===== src/rtl/imem_loader.sv =====
// imem_loader: receives a program image as a byte stream and writes it into
// the instruction memory. The CPU is held in reset until the image is
// complete and its checksum matches.
// Stream: count hi, count lo (N), N words (hi byte first), checksum byte.
// The checksum is the mod-256 sum of the 2N word bytes.
// Ports:
//   clk, rst      system clock, asynchronous active-high reset
//   start         begins a load (honoured in IDLE, DONE, ERR)
//   rx_valid/rx_data/rx_ready   byte-stream handshake
//   imem_we/imem_addr/imem_wdata  instruction memory write port
//   cpu_hold      1 = CPU held in reset
//   done / error  load verified / load aborted
module imem_loader #(
   parameter int unsigned DEPTH = 256
) (
   input  logic        clk,
   input  logic        rst,
   input  logic        start,
   input  logic        rx_valid,
   input  logic [7:0]  rx_data,
   output logic        rx_ready,
   output logic        imem_we,
   output logic [15:0] imem_addr,
   output logic [15:0] imem_wdata,
   output logic        cpu_hold,
   output logic        done,
   output logic        error
);

   localparam int unsigned CW = 16;
   localparam int unsigned BW = 8;
   localparam logic [CW:0] DEPTH_W = (CW+1)'(DEPTH);

   typedef enum logic [2:0] {
      S_IDLE, S_CNT_HI, S_CNT_LO, S_DAT_HI, S_DAT_LO, S_CHECK, S_DONE, S_ERR
   } state_t;

   state_t          state_q, state_d;
   logic [BW-1:0]   cnt_hi_q, cnt_hi_d;
   logic [CW-1:0]   count_q, count_d;
   logic [CW-1:0]   idx_q, idx_d;
   logic [BW-1:0]   hi_q, hi_d;
   logic [BW-1:0]   sum_q, sum_d;
   logic            rx_ready_q, rx_ready_d;
   logic            we_q, we_d;
   logic [CW-1:0]   addr_q, addr_d;
   logic [CW-1:0]   wdata_q, wdata_d;
   logic            hold_q, hold_d;
   logic            done_q, done_d;
   logic            error_q, error_d;

   logic            accept;
   logic [CW-1:0]   cnt_rx;

   assign accept = rx_valid && rx_ready_q;
   assign cnt_rx = {cnt_hi_q, rx_data};

   // State and output registers
   always_ff @(posedge clk or posedge rst) begin
      if (rst) begin
         state_q    <= S_IDLE;
         cnt_hi_q   <= '0;
         count_q    <= '0;
         idx_q      <= '0;
         hi_q       <= '0;
         sum_q      <= '0;
         rx_ready_q <= 1'b0;
         we_q       <= 1'b0;
         addr_q     <= '0;
         wdata_q    <= '0;
         hold_q     <= 1'b1;
         done_q     <= 1'b0;
         error_q    <= 1'b0;
      end else begin
         state_q    <= state_d;
         cnt_hi_q   <= cnt_hi_d;
         count_q    <= count_d;
         idx_q      <= idx_d;
         hi_q       <= hi_d;
         sum_q      <= sum_d;
         rx_ready_q <= rx_ready_d;
         we_q       <= we_d;
         addr_q     <= addr_d;
         wdata_q    <= wdata_d;
         hold_q     <= hold_d;
         done_q     <= done_d;
         error_q    <= error_d;
      end
   end

   // Next-state and registered-output logic
   always_comb begin
      state_d  = state_q;
      cnt_hi_d = cnt_hi_q;
      count_d  = count_q;
      idx_d    = idx_q;
      hi_d     = hi_q;
      sum_d    = sum_q;
      we_d     = 1'b0;
      addr_d   = addr_q;
      wdata_d  = wdata_q;
      hold_d   = hold_q;
      done_d   = done_q;
      error_d  = error_q;

      case (state_q)
         S_IDLE, S_DONE, S_ERR: begin
            if (start) begin
               state_d = S_CNT_HI;
               idx_d   = '0;
               sum_d   = '0;
               done_d  = 1'b0;
               error_d = 1'b0;
               hold_d  = 1'b1;
            end
         end
         S_CNT_HI: begin
            if (accept) begin
               cnt_hi_d = rx_data;
               state_d  = S_CNT_LO;
            end
         end
         S_CNT_LO: begin
            if (accept) begin
               count_d = cnt_rx;
               if ({1'b0, cnt_rx} > DEPTH_W) begin
                  state_d = S_ERR;
                  error_d = 1'b1;
               end else if (cnt_rx == '0) begin
                  state_d = S_CHECK;
               end else begin
                  state_d = S_DAT_HI;
               end
            end
         end
         S_DAT_HI: begin
            if (accept) begin
               hi_d    = rx_data;
               sum_d   = sum_q + rx_data;
               state_d = S_DAT_LO;
            end
         end
         S_DAT_LO: begin
            if (accept) begin
               sum_d   = sum_q + rx_data;
               we_d    = 1'b1;
               addr_d  = idx_q;
               wdata_d = {hi_q, rx_data};
               idx_d   = idx_q + CW'(1);
               // count_q >= 1 here, so count_q - 1 cannot wrap
               state_d = (idx_q == count_q - CW'(1)) ? S_CHECK : S_DAT_HI;
            end
         end
         S_CHECK: begin
            if (accept) begin
               if (rx_data == sum_q) begin
                  state_d = S_DONE;
                  done_d  = 1'b1;
                  hold_d  = 1'b0;
               end else begin
                  state_d = S_ERR;
                  error_d = 1'b1;
               end
            end
         end
         default: state_d = S_IDLE;
      endcase

      // Registered ready tracks the state being entered
      rx_ready_d = (state_d == S_CNT_HI) || (state_d == S_CNT_LO) ||
                   (state_d == S_DAT_HI) || (state_d == S_DAT_LO) ||
                   (state_d == S_CHECK);
   end

   assign rx_ready   = rx_ready_q;
   assign imem_we    = we_q;
   assign imem_addr  = addr_q;
   assign imem_wdata = wdata_q;
   assign cpu_hold   = hold_q;
   assign done       = done_q;
   assign error      = error_q;

endmodule

===== config.mk =====
export PLATFORM = sky130hd
export DESIGN_NAME = imem_loader
export DESIGN_NICKNAME = d
export VERILOG_FILES = /design/src/rtl/imem_loader.sv
export SDC_FILE = /design/constraint.sdc
export NUM_CORES = 1
export LEC_CHECK = 0
export ABC_CLOCK_PERIOD_IN_PS = 4000
export CORE_MARGIN = 2
export CORE_UTILIZATION = 50
export CTS_CLUSTER_DIAMETER = 80
export DETAILED_ROUTE_END_ITERATION = 16
export GPL_TIMING_DRIVEN = 0
export PLACE_DENSITY = 0.71
export SYNTH_ARGS = -nofsm -noshare
export SYNTH_HDL_FRONTEND = slang
export SYNTH_SLANG_ARGS = --single-unit

===== constraint.sdc =====
create_clock -name clk -period 4 [get_ports clk]
set_clock_uncertainty 0.1 [all_clocks]
set_input_delay 0.8 -clock clk [delete_from_list [all_inputs] [get_ports clk]]
set_output_delay 0.8 -clock clk [all_outputs]
set_load 0.005 [all_outputs]

### After elaboration in Yosys (flattened, before gate mapping)

Cells that the tools add are included.

* $add $sub $neg: 3
* magnitude comparators: 1
* eq/ne operators: 22
* mux-type cells: 32
* reductions and logical operators: 21

Operator list (count)
* $mux W16: 2
* $pmux W16 S2: 1
* $mux W3: 9
* $eq A3 B3 Y1 const B: 6
* $pmux W3 S6: 1
* $add A16 B1 Y16 const B: 1
* $eq A16 B16 Y1: 1
* $gt A16 B9 Y1 const B: 1
* $logic_not A16 Y1: 1
* $mux W8: 2
* $pmux W8 S2: 1
* $sub A16 B1 Y16 const B: 1
* $ne A2 B2 Y1 const B: 7
* $mux W1: 13
* $eq A3 B2 Y1 const B: 4
* $add A8 B8 Y8: 1
* $eq A8 B8 Y1: 1
* $reduce_and A2 Y1: 4
* $eq A3 B1 Y1 const B: 2
* $reduce_and A3 Y1: 2
* $reduce_and A6 Y1: 1
* $reduce_bool A2 Y1: 3
* $logic_or A1 B1 Y1: 4
* $pmux W1 S2: 2
* 8 further kinds: 8

* register bits after elaboration: 96
* input port bits: 12
* output and inout bits: 37
* logic and storage cells: 92

### Longest topological paths before layout

* word-level depth: 10
* gate-level depth with buffers: 9
* gate-level depth less buffers: 9

### Least setup slack after synthesis

OpenSTA, ideal clock, no wires.

* kind: input -> register
* from: input rx_data[1]
* to: register sum_q[7]
* setup time: 78 ps
* arrival: 2270 ps
* required time: 3822 ps
* setup slack: 1553 ps
* stages: 8
* buffers on the path: 0
* path through: ha_1 -> a21o_1 -> a211oi_1 -> o21ai_0 -> o211ai_1 -> xor2_1 -> or3_1 -> a21oi_1

* word-level cells in the longest chain between the ends: 3

Ends and longest elaborated chain
* start, declared: line 20 `input logic [7:0] rx_data,`
* $add A8 B8 Y8: line 139, 145
* $mux W8: line 137, 144
* $pmux W8 S2: line 106 `case (state_q)`
* end signal, assigned: line 80 `sum_q <= sum_d;`
* end, declared: line 43 `logic [BW-1:0] sum_q, sum_d;`

No other way between the ends. The select of a mux whose other input is x is not followed.
A chain may end at the register's enable or synchronous reset.

### Worst setup path after layout

Ends and elaborated chain as after synthesis.

==> impl_metrics.env <==
export IMPL_status="complete, no violations"
export IMPL_fp_dieW_um=104
export IMPL_yosysUniqueCellTypes=59
export IMPL_fmax_mhz=343
export IMPL_r2r_setup_slack_ns=1.17
export IMPL_endpoint_kind="flop"
export IMPL_syn_num_nets=476
export IMPL_synth_area_mm2=0.00497
export IMPL_crit_start="rx_data[1]"
export IMPL_grt_pass1_vias=3668
export IMPL_nFillCells=853
export IMPL_critPathRequiredTime_ns=4.19
export IMPL_fp_dieH_um=104
export IMPL_syn_inst=454
export IMPL_grt_setup_unrepaired="no"
export IMPL_place_inst=635
export IMPL_slew_headroom=0.398
export IMPL_worstPathMaxFanout=7
export IMPL_area_growth_pct=17.6
export IMPL_drt_total_wl_um=10400
export IMPL_seq_area_frac_synth=0.484
export IMPL_ios=49
export IMPL_max_vdd_ir_drop_mv=0.368
export IMPL_cts_buffers=9
export IMPL_grt_max_degree=63
export IMPL_cap_viol_max_count=0
export IMPL_critPathKind="primary input to flop"
export IMPL_via_count=3642
export IMPL_cts_resized=0
export IMPL_worstMarginPinSlew_ns=0.899
export IMPL_period_share=0.730
export IMPL_ys_seq_elements=96
export IMPL_synth_top_flop_cell="dfrtp_1"
export IMPL_drtIter0Drc=116
export IMPL_hpwl_um=7600
export IMPL_routabilityCongestion=0.882
export IMPL_core_area_mm2=0.00973
export IMPL_clock_path_buffers=2
export IMPL_synth_edf_count=0
export IMPL_worstRegToRegCells=9
export IMPL_numPortBuffers=47
export IMPL_finalSetupViolCount=0
export IMPL_diodes=0
export IMPL_die_area_mm2=0.0107
export IMPL_crit_arrival_ns=3.11
export IMPL_finalPower_w=0.00370
export IMPL_htreeDepth=3
export IMPL_num_rows=36
export IMPL_avgSynthCellArea_um2=10.9
export IMPL_worst_setup_path_start_kind="primary input"
export IMPL_fin_cells=651
export IMPL_hold_viol_final=0
export IMPL_clk_pin_slew_worst_paths_ns=0.11
export IMPL_initial_core_util=0.510
export IMPL_final_nets=535
export IMPL_endpoint="sum_q[7]$_DFFE_PP0P_"
export IMPL_drtAntennaViolNets=0
export IMPL_wl_per_cell_um=15.9
export IMPL_async_flop_share=1.00
export IMPL_synth_warnings=0
export IMPL_timing_rr_end="state_q[1]$_DFF_PP0_"
export IMPL_clock_latency_ns=0.37
export IMPL_routed_via_density=5.59
export IMPL_drc=0
export IMPL_min_period_ns=2.92
export IMPL_fin_util=0.600
export IMPL_post_cts_buffers=0
export IMPL_overflow=0
export IMPL_p_per_area_mw_per_mm2=633
export IMPL_drt_pass1_iterations=4
export IMPL_slew_viol_final=0
export IMPL_drive_gt1_frac=0.183
export IMPL_hp_class="flop to flop"
export IMPL_timing_rr_start="count_q[3]$_DFFE_PP0P_"
export IMPL_ctsHoldBuffers=0
export IMPL_cts_tree="built"
export IMPL_grt_pass1_wl_um=17800
export IMPL_cts_root_buffer="clkbuf_8"
export IMPL_grt_usage=0.205
export IMPL_antenna_found_initial=0
export IMPL_clock_sinks=96
export IMPL_p_leak_nw=2.52
[through the flow]
step	hold WS (ns)	setup slack [ns]	setup TNS, ns	cell area [um^2]
after CTS	0.373	1.09	0	5840
after detailed placement	0.357	0.692	0	5630
after floorplan	0.354	0.596	0	4970
final	0.372	1.08	0	5840
after global routing	0.394	0.885	0	5840
after global placement	0.359	-0.776	-73.23	5600
[where the power goes]
group / internal [W] / total [W] / switching [W] / leakage (nW)
sequential: 0.00128 / 0.00151 / 0.000229 / 1.23
clock: 0.000251 / 0.000648 / 0.000397 / 0.104
combinational: 0.000792 / 0.00154 / 0.000748 / 1.19
[worst max-delay path, cell delays in order]
cell and delay (ns):
clkdlybuf4s50_1 0.70, ha_1 0.31, a21o_1 0.17, a211oi_1 0.29
o21ai_0 0.14, o211ai_1 0.12, xor2_1 0.10, or3_1 0.35
a21oi_1 0.13
[logic make-up after synthesis]
logic type,Yosys count,synth area share
adders and majority gates,10,0.0267
and+or+nand+nor,143,0.151
DFF,96,0.484
muxes,66,0.149
xor gates and xnor gates,37,0.0653
AOI/OAI and AO/OA,70,0.0942
buffers and inverters,32,0.0295
[final cells by class]
class                      count  area, um^2  share of cell area
buffer                        22         109              0.0186
multi-input combinational    326        2420               0.414
clock buffer                   9         124              0.0212
tap                          133         166              0.0285
timing repair buffer          48         498              0.0853
inverter                      10        40.0             0.00686
sequential                    96        2400               0.412
clock inverter                 7        81.3              0.0139
[cell usage after synthesis (6+ instances only)]
cell | n | area share
a21oi_1 | 18 | 0.018
and3_1 | 7 | 0.0088
buf_2 | 6 | 0.0060
clkbuf_1 | 12 | 0.0091
dfrtp_1 | 95 | 0.48
ha_1 | 9 | 0.023
inv_1 | 10 | 0.0076
mux2_1 | 6 | 0.014
mux2_2 | 59 | 0.13
nand2_1 | 36 | 0.027
nand3_1 | 11 | 0.011
nand4_1 | 9 | 0.011
nor2_1 | 29 | 0.022
nor3_1 | 13 | 0.013
nor4_1 | 6 | 0.0076
o21ai_0 | 17 | 0.017
or3_1 | 8 | 0.010
xnor2_1 | 18 | 0.032
xor2_1 | 19 | 0.034
[flip-flops by register name, summed over array words and instances, names as in the netlist]
signal      flops
cnt_hi_q        8
count_q        16
state_q         3
idx_q          16
imem_we         1
rx_ready        1
sum_q           8
imem_wdata     16
hi_q            8
done            1
imem_addr      16
error           1
cpu_hold        1
[how the worst min path moves through the flow]
| stage | slack, ns | endpoint | depth (start not counted) | start |
|---|---|---|---|---|
| after CTS | 0.37 | cpu_hold$_DFFE_PP1P_ | 2 | cpu_hold$_DFFE_PP1P_ |
| after floorplan | 0.35 | cpu_hold$_DFFE_PP1P_ | 2 | cpu_hold$_DFFE_PP1P_ |
| after global placement | 0.36 | cpu_hold$_DFFE_PP1P_ | 2 | cpu_hold$_DFFE_PP1P_ |
| final | 0.37 | cpu_hold$_DFFE_PP1P_ | 2 | cpu_hold$_DFFE_PP1P_ |
| after detailed placement | 0.36 | cpu_hold$_DFFE_PP1P_ | 2 | cpu_hold$_DFFE_PP1P_ |
| after global routing | 0.39 | cpu_hold$_DFFE_PP1P_ | 2 | cpu_hold$_DFFE_PP1P_ |
[cell usage in the layout, fill, tap and decap left out, drive strengths merged, types with 2 or more instances in the layout]
| cell | n |
|---|---|
| buf | 11 |
| xor2 | 19 |
| xnor2 | 18 |
| o211ai | 5 |
| nor4 | 7 |
| a21o | 4 |
| clkinv | 3 |
| and2 | 2 |
| o21bai | 2 |
| or3 | 8 |
| o21a | 2 |
| ha | 9 |
| inv | 14 |
| clkdlybuf4s50 | 47 |
| nor3b | 2 |
| o311ai | 2 |
| o21ai | 22 |
| clkbuf | 21 |
| a21oi | 18 |
| nand4 | 9 |
| dfrtp | 95 |
| nor2 | 30 |
| nor2b | 5 |
| nor3 | 15 |
| nand2b | 4 |
| nand2 | 36 |
| and3 | 7 |
| a32o | 2 |
| or4 | 2 |
| mux2 | 65 |
| nand3 | 11 |
[routing by layer]
layer / vias up / part of all wire / global-route usage
met5: - / 0 / 0
met3: 10 / 0.053 / 0.0447
met4: 0 / 0.013 / 0.0608
li1: 1746 / - / -
met2: 97 / 0.48 / 0.343
met1: 1789 / 0.45 / 0.269
Note: power is estimated with default switching activity, not from simulation.
